## src/rtl/mstage_lsu_pkg.sv

```systemverilog
// mstage_lsu_pkg: shared states, func3 codes, response codes and alignment helper for the M stage
package mstage_lsu_pkg;
  typedef enum logic [2:0] {IDLE, RD_ADDR, RD_DATA, WR_REQ, WR_RESP, DONE} state_t;
  localparam logic [2:0] F3_LB  = 3'b000;
  localparam logic [2:0] F3_LH  = 3'b001;
  localparam logic [2:0] F3_LW  = 3'b010;
  localparam logic [2:0] F3_LBU = 3'b100;
  localparam logic [2:0] F3_LHU = 3'b101;
  localparam logic [2:0] F3_SB  = 3'b000;
  localparam logic [2:0] F3_SH  = 3'b001;
  localparam logic [2:0] F3_SW  = 3'b010;
  localparam logic [1:0] AXI_RESP_OKAY = 2'b00;
  function automatic logic misaligned(input logic [2:0] f3, input logic [1:0] a);
    return (f3[1:0] == F3_LH[1:0] && a[0]) || (f3[1:0] == F3_LW[1:0] && a != 2'b00);
  endfunction
endpackage

```

## src/rtl/mstage_lsu_align.sv

```systemverilog
// mstage_lsu_align: load byte-lane extraction/extension and store lane replication/strobes
module mstage_lsu_align
  import mstage_lsu_pkg::*;
(
  input  logic [1:0]  i_off,
  input  logic [2:0]  i_func3,
  input  logic [31:0] i_rdata,
  input  logic [31:0] i_wdata,
  output logic [31:0] o_ldata,
  output logic [31:0] o_wdata,
  output logic [3:0]  o_wstrb
);
  logic [31:0] w_sh;
  logic [7:0]  w_b;
  logic [15:0] w_h;
  logic        w_sb;
  logic        w_shw;
  assign w_sh  = i_rdata >> {i_off, 3'b000};
  assign w_b   = w_sh[7:0];
  assign w_h   = i_off[1] ? i_rdata[31:16] : i_rdata[15:0];
  assign w_sb  = i_func3[1:0] == F3_SB[1:0];
  assign w_shw = i_func3[1:0] == F3_SH[1:0];
  assign o_ldata = i_func3 == F3_LB  ? {{24{w_b[7]}}, w_b} :
                   i_func3 == F3_LH  ? {{16{w_h[15]}}, w_h} :
                   i_func3 == F3_LBU ? {24'd0, w_b} :
                   i_func3 == F3_LHU ? {16'd0, w_h} : i_rdata;
  assign o_wdata = w_sb ? {4{i_wdata[7:0]}} : w_shw ? {2{i_wdata[15:0]}} : i_wdata;
  assign o_wstrb = w_sb ? 4'b0001 << i_off : w_shw ? 4'b0011 << {i_off[1], 1'b0} :
                   i_func3[1:0] == F3_SW[1:0] ? 4'b1111 : 4'b1111;
endmodule

```

## src/rtl/mstage_lsu.sv

```systemverilog
// mstage_lsu: M pipeline stage performing one AXI4-Lite load or store per accepted instruction
module mstage_lsu
  import mstage_lsu_pkg::*;
#(
  parameter int PASS_W = 192
) (
  input  logic              clk,
  input  logic              rst,
  input  logic              s_valid,
  output logic              s_ready,
  input  logic [31:0]       addrE,
  input  logic [31:0]       wdataE,
  input  logic              memrdE,
  input  logic              memwrE,
  input  logic [2:0]        func3E,
  input  logic [PASS_W-1:0] passE,
  output logic              m_valid,
  input  logic              m_ready,
  output logic [31:0]       mdataM,
  output logic              faultM,
  output logic [PASS_W-1:0] passM,
  output logic [31:0]       araddr,
  output logic              arvalid,
  input  logic              arready,
  input  logic [31:0]       rdata,
  input  logic [1:0]        rresp,
  input  logic              rvalid,
  output logic              rready,
  output logic [31:0]       awaddr,
  output logic              awvalid,
  input  logic              awready,
  output logic [31:0]       wdata,
  output logic [3:0]        wstrb,
  output logic              wvalid,
  input  logic              wready,
  input  logic [1:0]        bresp,
  input  logic              bvalid,
  output logic              bready
);
  state_t            r_state, w_next;
  logic [31:0]       r_addr, r_wdata, r_mdata;
  logic [2:0]        r_func3;
  logic [PASS_W-1:0] r_pass;
  logic              r_fault, r_aw_done, r_w_done;
  logic              w_fire, w_mem, w_mis;
  logic [31:0]       w_ldata, w_wdata;
  logic [3:0]        w_wstrb;
  mstage_lsu_align u_align (
    .i_off  (r_addr[1:0]),
    .i_func3(r_func3),
    .i_rdata(rdata),
    .i_wdata(r_wdata),
    .o_ldata(w_ldata),
    .o_wdata(w_wdata),
    .o_wstrb(w_wstrb)
  );
  assign w_fire  = s_valid && r_state == IDLE;
  assign w_mem   = memrdE || memwrE;
  assign w_mis   = misaligned(func3E, addrE[1:0]);
  assign s_ready = r_state == IDLE;
  assign m_valid = r_state == DONE;
  assign mdataM  = r_mdata;
  assign faultM  = r_fault;
  assign passM   = r_pass;
  assign araddr  = r_addr;
  assign arvalid = r_state == RD_ADDR;
  assign rready  = r_state == RD_DATA;
  assign awaddr  = r_addr;
  assign awvalid = r_state == WR_REQ && !r_aw_done;
  assign wvalid  = r_state == WR_REQ && !r_w_done;
  assign wdata   = r_state == WR_REQ ? w_wdata : 32'd0;
  assign wstrb   = r_state == WR_REQ ? w_wstrb : 4'd0;
  assign bready  = r_state == WR_RESP;
  always_comb begin
    w_next = r_state;
    unique case (r_state)
      IDLE:    w_next = !w_fire ? IDLE : (!w_mem || w_mis) ? DONE : memrdE ? RD_ADDR : WR_REQ;
      RD_ADDR: w_next = arready ? RD_DATA : RD_ADDR;
      RD_DATA: w_next = rvalid ? DONE : RD_DATA;
      WR_REQ:  w_next = ((r_aw_done || awready) && (r_w_done || wready)) ? WR_RESP : WR_REQ;
      WR_RESP: w_next = bvalid ? DONE : WR_RESP;
      DONE:    w_next = m_ready ? IDLE : DONE;
      default: w_next = IDLE;
    endcase
  end
  always_ff @(posedge clk) begin
    if (!rst) begin
      r_state   <= IDLE;
      r_addr    <= '0;
      r_wdata   <= '0;
      r_func3   <= '0;
      r_pass    <= '0;
      r_mdata   <= '0;
      r_fault   <= 1'b0;
      r_aw_done <= 1'b0;
      r_w_done  <= 1'b0;
    end else begin
      r_state <= w_next;
      if (w_fire) begin
        r_addr    <= addrE;
        r_wdata   <= wdataE;
        r_func3   <= func3E;
        r_pass    <= passE;
        r_mdata   <= '0;
        r_fault   <= w_mem && w_mis;
        r_aw_done <= 1'b0;
        r_w_done  <= 1'b0;
      end
      if (r_state == RD_DATA && rvalid) begin
        r_mdata <= w_ldata;
        r_fault <= rresp != AXI_RESP_OKAY;
      end
      // each write channel retires on its own handshake; the pair may finish in either order
      if (r_state == WR_REQ) begin
        r_aw_done <= r_aw_done || awready;
        r_w_done  <= r_w_done || wready;
      end
      if (r_state == WR_RESP && bvalid) r_fault <= bresp != AXI_RESP_OKAY;
    end
  end
endmodule
```

## config.mk

```make
export PLATFORM = sky130hd
export DESIGN_NAME = mstage_lsu
export DESIGN_NICKNAME = d
export VERILOG_FILES = /design/src/rtl/mstage_lsu_pkg.sv /design/src/rtl/mstage_lsu_align.sv /design/src/rtl/mstage_lsu.sv
export SDC_FILE = /design/constraint.sdc
export NUM_CORES = 1
export LEC_CHECK = 0
export ABC_AREA = 1
export ABC_CLOCK_PERIOD_IN_PS = 2050
export BUFFER_PORTS_ARGS = -buffer_cell sky130_fd_sc_hd__buf_4
export CAP_MARGIN = 5
export CORE_AREA = 3 3 244 246
export DETAILED_ROUTE_END_ITERATION = 16
export DIE_AREA = 0 0 247 249
export GPL_TIMING_DRIVEN = 0
export PLACE_DENSITY_LB_ADDON = 0.25
export SETUP_SLACK_MARGIN = 0.05
export SYNTH_ARGS = -nofsm -noshare
export SYNTH_HDL_FRONTEND = slang
export SYNTH_SLANG_ARGS = --single-unit
```

## constraint.sdc

```tcl
create_clock -name clk -period 2.05 [get_ports clk]
set_clock_uncertainty 0.1 [all_clocks]
set_input_delay 0 -clock clk [delete_from_list [all_inputs] [get_ports clk]]
set_output_delay 0 -clock clk [all_outputs]
set_load 0.02 [all_outputs]
```

==> flow_summary.ini, run 1 <==
[route]
wl_per_cell_um = 17.8
antenna_left = 0
drt-initial-drc-count = 665
vias = 14858
drt-pass1-iter-count = 5
drc = 0
vias_per_cell = 4.35
wirelength_mm = 60.8

[critical_path]
reg2reg_depth = 8
end_kind = output port
crit_fanout = 10
crit_path_start_kind = flop
timing.rr.end = mdataM[5]
timing.rr.start = araddr[1]
r2r_slack_ns = 0.22
criticalPathCategory = reg -> out
arrival_ns = 1.86
cp.required_ns = 1.95

[grt]
grt_start_max_net_pins = 13
grt_overflow = 0
grt_pass1_vias = 15512
antenna_found_initial = 7
grt_pass1_wl_mm = 90.5
grt_usage = 0.190

[sta]
grt_setup_unrepaired = yes
layout_min_cycle_time_ns = 1.96
worst_pin_slew_ns = 0.780
relSlewSlack = 0.480
slew_violations = 0
setup_tns_ns = 0
finalCritPeriodShare = 0.954
max_freq_ghz = 0.511
hold_violations = 0
setup_viol = 0

[cells_and_area]
seq_area_sq_um = 5950
fill_cells = 5902
final_nets = 2926
multi_input_area_sq_um = 4900
utilization = 0.382
drive_gt1_frac = 0.315
stdcell_count = 3412
syn2layout_area_growth_pct = 85.5

[placement]
placed_cells = 3040
gp_congestion = 0.909
dp_hpwl_mm = 46.8
port_buffers = 637

[worst_hold_path]
hp-class = in -> reg
min_to = passM[143]
holdPathStages = 4
hp-start = passE[143]

[synth]
synthTopCellsByArea = dfxtp_1 50%, nand2_1 19%, a21oi_1 13%
synthFlopType = dfxtp_1
synth.most_common_cell = nand2_1
syn_avg_cell_area_sq_um = 7.25
ys_types = 31
yosysTopAreaCell = dfxtp_1
synth_edf_count = 0
synth_common_cells = 596 x nand2_1, 308 x a21oi_1, 297 x dfxtp_1
syn_area_sq_um = 11900
yosys_warnings = 0
ys_seq_area_frac = 0.501
postSynthCellCount = 1638
ys_ff_latch = 297
synth_nets = 1944
async_flop_share = 0
synth_top_area_frac = 0.501

[cts]
cts_root_buf = clkbuf_16
cts_made_buffers = 37
clk_latency_ns = 0.53
clk_path_buf_depth = 3
htree_levels = 2
path_clk_slew_ns = 0.06
cts_tree = yes
cts.sinks = 297

[floorplanning]
start_util = 0.206
die_area_sq_um = 61500
core_sq_um = 57600
placementRows = 88
die_w_um = 247
design.portCount = 638
die_h_um = 249

[power]
pwr_density_cell_nw_per_um2 = 920
p_leak_nw = 9.88
peakVddDrop_mv = 0.575

[run_status]
status = completed

[run]
drv_cap = 0
[cell usage in the layout (no fill, tap or decap), types with 3 or more instances in the layout]
| cell type | instances |
|---|---|
| clkbuf_1 | 51 |
| a21oi_1 | 306 |
| buf_2 | 30 |
| inv_1 | 56 |
| nor2_2 | 6 |
| clkinv_2 | 4 |
| dfxtp_1 | 294 |
| clkbuf_2 | 5 |
| dlygate4sd3_1 | 305 |
| dfxtp_2 | 3 |
| o211ai_1 | 9 |
| clkbuf_8 | 10 |
| o21ai_1 | 12 |
| clkbuf_16 | 39 |
| inv_2 | 9 |
| nand3_1 | 14 |
| o21ai_0 | 84 |
| nor2_1 | 72 |
| or2_2 | 3 |
| buf_6 | 4 |
| nand2_1 | 596 |
| buf_4 | 689 |
| clkbuf_4 | 13 |
[kinds of logic after synthesis]
group | count (synthesis) | synth area share
xor+xnor | 1 | 0.000738
simple gates | 702 | 0.227
flops | 297 | 0.501
buf+inv | 217 | 0.0898
compound gates | 421 | 0.181
[worst max path at each step]
stage,to,from,slack (ns)
floorplan,mdataM[13],araddr[1],0.40
global placement,araddr[27],rst,-0.18
detailed placement,araddr[28],rst,-0.19
CTS,awvalid,r_state[0],0.04
global route,wdata[8],r_func3[0],0.008
finish,wdata[10],r_func3[0],0.09
[critical path, stage by stage, from the launching register on]
cell      delay, ns
dfxtp_1        0.35
nor2_2         0.21
inv_2          0.08
clkbuf_4       0.22
a21oi_2        0.22
nor2_1         0.09
buf_4          0.16
[routing by layer]
metal / GRT usage / part of all wire / up-vias
met5: 0 / 0.00056 / -
met4: 0.0842 / 0.046 / 6
met3: 0.0543 / 0.081 / 144
met2: 0.338 / 0.49 / 606
met1: 0.208 / 0.38 / 6906
li1: - / - / 7196
[through the flow]
step	area, sq um	power (W)	setup slack, ns	hold slack (ns)
final	22000	0.0203	0.0940	0.171
after global routing	22000	0.0214	0.00796	0.159
after CTS	22000	0.0205	0.0443	0.115
after detailed placement	17600	0.0133	-0.194	0.161
after global placement	17600	0.0132	-0.179	0.152
after floorplan	11900	0.0104	0.396	0.0429
[area by class of cell]
| type | count | share of cell area |
|---|---|---|
| diodes | 2 | 0.000227 |
| plain buffers | 148 | 0.0410 |
| clock buffers | 57 | 0.0515 |
| clock inverters | 7 | 0.00324 |
| inverters | 69 | 0.0119 |
| multi-input cells | 1124 | 0.222 |
| flip-flops and latches | 297 | 0.270 |
| well taps | 765 | 0.0435 |
| repair buffers | 943 | 0.356 |
[sequential cells by signal, summed over array words and instances (netlist names)]
signal and cells:
araddr 32, r_state 3, mdataM 32, faultM 1
r_aw_done 1, r_func3 3, r_wdata 32, passM 192
r_w_done 1
[what timing repair did]
item	in CTS	in global routing
pin swaps	2	2
endpoints found under the hold margin	297	0
hold buffers	305	0
resized for setup	33	34
buffers inserted	1	0
setup endpoints to repair	54	162
[power by group]
group	total, W	switching [W]	internal [W]	leakage, nW
clock	0.00650	0.00258	0.00393	0.595
sequential	0.00699	0.000473	0.00652	2.43
combinational	0.00676	0.00399	0.00277	6.86
Power figures use the tool's default switching activity.
==> run 2, diff against run 1 <==
- CORE_AREA: 3 3 244 246 -> 3 3 248 250
- DIE_AREA: 0 0 247 249 -> 0 0 251 253
- SYNTH_HIERARCHICAL: default -> 1
==> run 2 against run 1 <==
Worst hold slack got worse by 0.10 ns. Sequential share of layout area fell by 0.43 points. Fmax rose by 2.8%. Critical endpoint is now faultM. Clock-buffer cell count rose by 2. Die area rose by 3.3%.
==> flow_summary.ini, run 2 <==
[run_status]
status = completed

[cts]
clk_path_buf_depth = 3
cts.sinks = 297
clk_latency_ns = 0.52
cts_made_buffers = 37
cts_root_buf = clkbuf_16
cts_tree = yes
htree_levels = 2
path_clk_slew_ns = 0.06

[synth]
synthTopCellsByArea = dfxtp_1 48%, nand2_1 20%, a21oi_1 12%
synthFlopType = dfxtp_1
ys_types = 29
synth_top_area_frac = 0.485
postSynthCellCount = 1693
synth_edf_count = 0
yosys_warnings = 6
syn_area_sq_um = 12300
syn_avg_cell_area_sq_um = 7.25
synth.most_common_cell = nand2_1
synth_nets = 1999
yosysTopAreaCell = dfxtp_1
async_flop_share = 0
ys_ff_latch = 297
ys_seq_area_frac = 0.485
synth_common_cells = 665 x nand2_1, 297 x a21oi_1, 297 x dfxtp_1

[sta]
relSlewSlack = 0.360
grt_setup_unrepaired = yes
finalCritPeriodShare = 0.928
max_freq_ghz = 0.526
setup_viol = 0
slew_violations = 0
setup_tns_ns = 0
hold_violations = 0
layout_min_cycle_time_ns = 1.90
worst_pin_slew_ns = 0.960
hold_ws_ns = 0.0690

[power]
switching_share = 0.349
internal-power_w = 0.0130
p_sw_w = 0.00698
peakVddDrop_mv = 0.523
pwr-share-clk = 0.309
report.power.total_w = 0.0200
p_leak_nw = 10.1
power_frac_comb = 0.342
pwr_density_cell_nw_per_um2 = 890
p_seq_frac = 0.348

[grt]
grt_start_max_net_pins = 19
grt_overflow = 0
grt_pass1_vias = 15298
antenna_found_initial = 5
grt_usage = 0.183
grt_pass1_wl_mm = 89.9

[critical_path]
arrival_ns = 2.28
crit_path_start_kind = primary input
criticalPathCategory = in -> reg
crit_fanout = 7
timing.rr.start = r_state[0]
crit_start = rvalid
cp.required_ns = 2.42
end_kind = flop

[cells_and_area]
final_cell_mix = 716 x buf_4, 664 x nand2_1, 304 x dlygate4sd3_1
final_common_cell = buf_4
fin_area_sq_um = 22400
final_nets = 2984
drive_gt1_frac = 0.315
stdcell_count = 3480
syn2layout_area_growth_pct = 82.9
largest_reg_flops = 192

[route]
drc = 0
drt-initial-drc-count = 691
drt-pass1-iter-count = 5
antenna_left = 0
wirelength_mm = 61.5
vias = 14848
wl_met1_mm = 23.7
top_layer = met4
met2_length_mm = 31.1
wl_per_cell_um = 17.7
route.met3.wl_mm = 4.22
vias_per_cell = 4.27

[floorplanning]
start_util = 0.207
placementRows = 89
core_sq_um = 59200
die_w_um = 251
design.portCount = 638
die_h_um = 253
die_area_sq_um = 63500

[placement]
placed_area_sq_um = 18000
gp_congestion = 0.899
port_buffers = 636
dp_hpwl_mm = 47.9
placed_cells = 3102

[run]
drv_cap = 0

[worst_hold_path]
hp-start = rdata[7]
hp-class = in -> reg
-- run 2: layout make-up --
type	count	area [sq um]
tap	773	967
clock buffer	59	1090
sequential	297	5960
buffer	156	1030
clock inverter	5	35.0
fill	6151	36800
inverter	97	372
timing repair buffer	948	7920
antenna	4	10.0
multi-input combinational	1141	5060
-- run 2: kinds of logic after synthesis --
kind of cell,Yosys count,synth area share
compound gates,351,0.153
simple gates,790,0.255
buf+inv,255,0.107
flops,297,0.485
-- run 2: metal layers --
layer / GRT usage / up-vias
met5: 0 / -
met2: 0.338 / 535
met4: 0.0683 / 0
li1: - / 7331
met1: 0.202 / 6875
met3: 0.0454 / 107
-- run 2: power groups by stage --
stage | sequential [W] | clock [W] | combinational [W]
2_1_floorplan | 0.00764 | 0 | 0.00277
3_3_place_gp | 0.00702 | 0 | 0.00622
3_5_place_dp | 0.00704 | 0 | 0.00624
4_1_cts | 0.00694 | 0.00642 | 0.00684
5_1_grt | 0.00703 | 0.00662 | 0.00740
6_report | 0.00695 | 0.00618 | 0.00684
-- run 2: path summary, 6_finish.rpt --
path	cells past startpoint	to	slack, ns
worst min-delay path	9	mdataM[7]	0.07
worst max-delay path	9	faultM	0.15
worst max register to register	7	r_func3[0]	0.15
worst min register to register	2	passM[48]	0.36
-- run 2: stage by stage --
stage          worst slack, ns   util
2_1_floorplan            0.405      -
3_3_place_gp            -0.133  0.304
3_5_place_dp            -0.196  0.304
4_1_cts                 0.0409  0.377
5_1_grt                 0.0169  0.379
6_report                 0.147  0.379
-- run 2: timing repair --
item / in CTS / in global routing
gates cloned: 0 / 1
gates resized for setup: 34 / 37
pin swaps: 9 / 5
endpoints found under the hold margin: 295 / 0
endpoints found under the setup margin: 40 / 149
buffers inserted: 7 / 0
hold buffers: 304 / 0
-- run 2: worst max-delay path, stage by stage --
cell and delay, ns:
dlygate4sd3_1 0.53, clkbuf_1 0.42, nand4_1 0.36, nor2_1 0.18
nor2_1 0.05, dlygate4sd3_1 0.55, nand3_1 0.08, nand2_1 0.05
inv_1 0.04
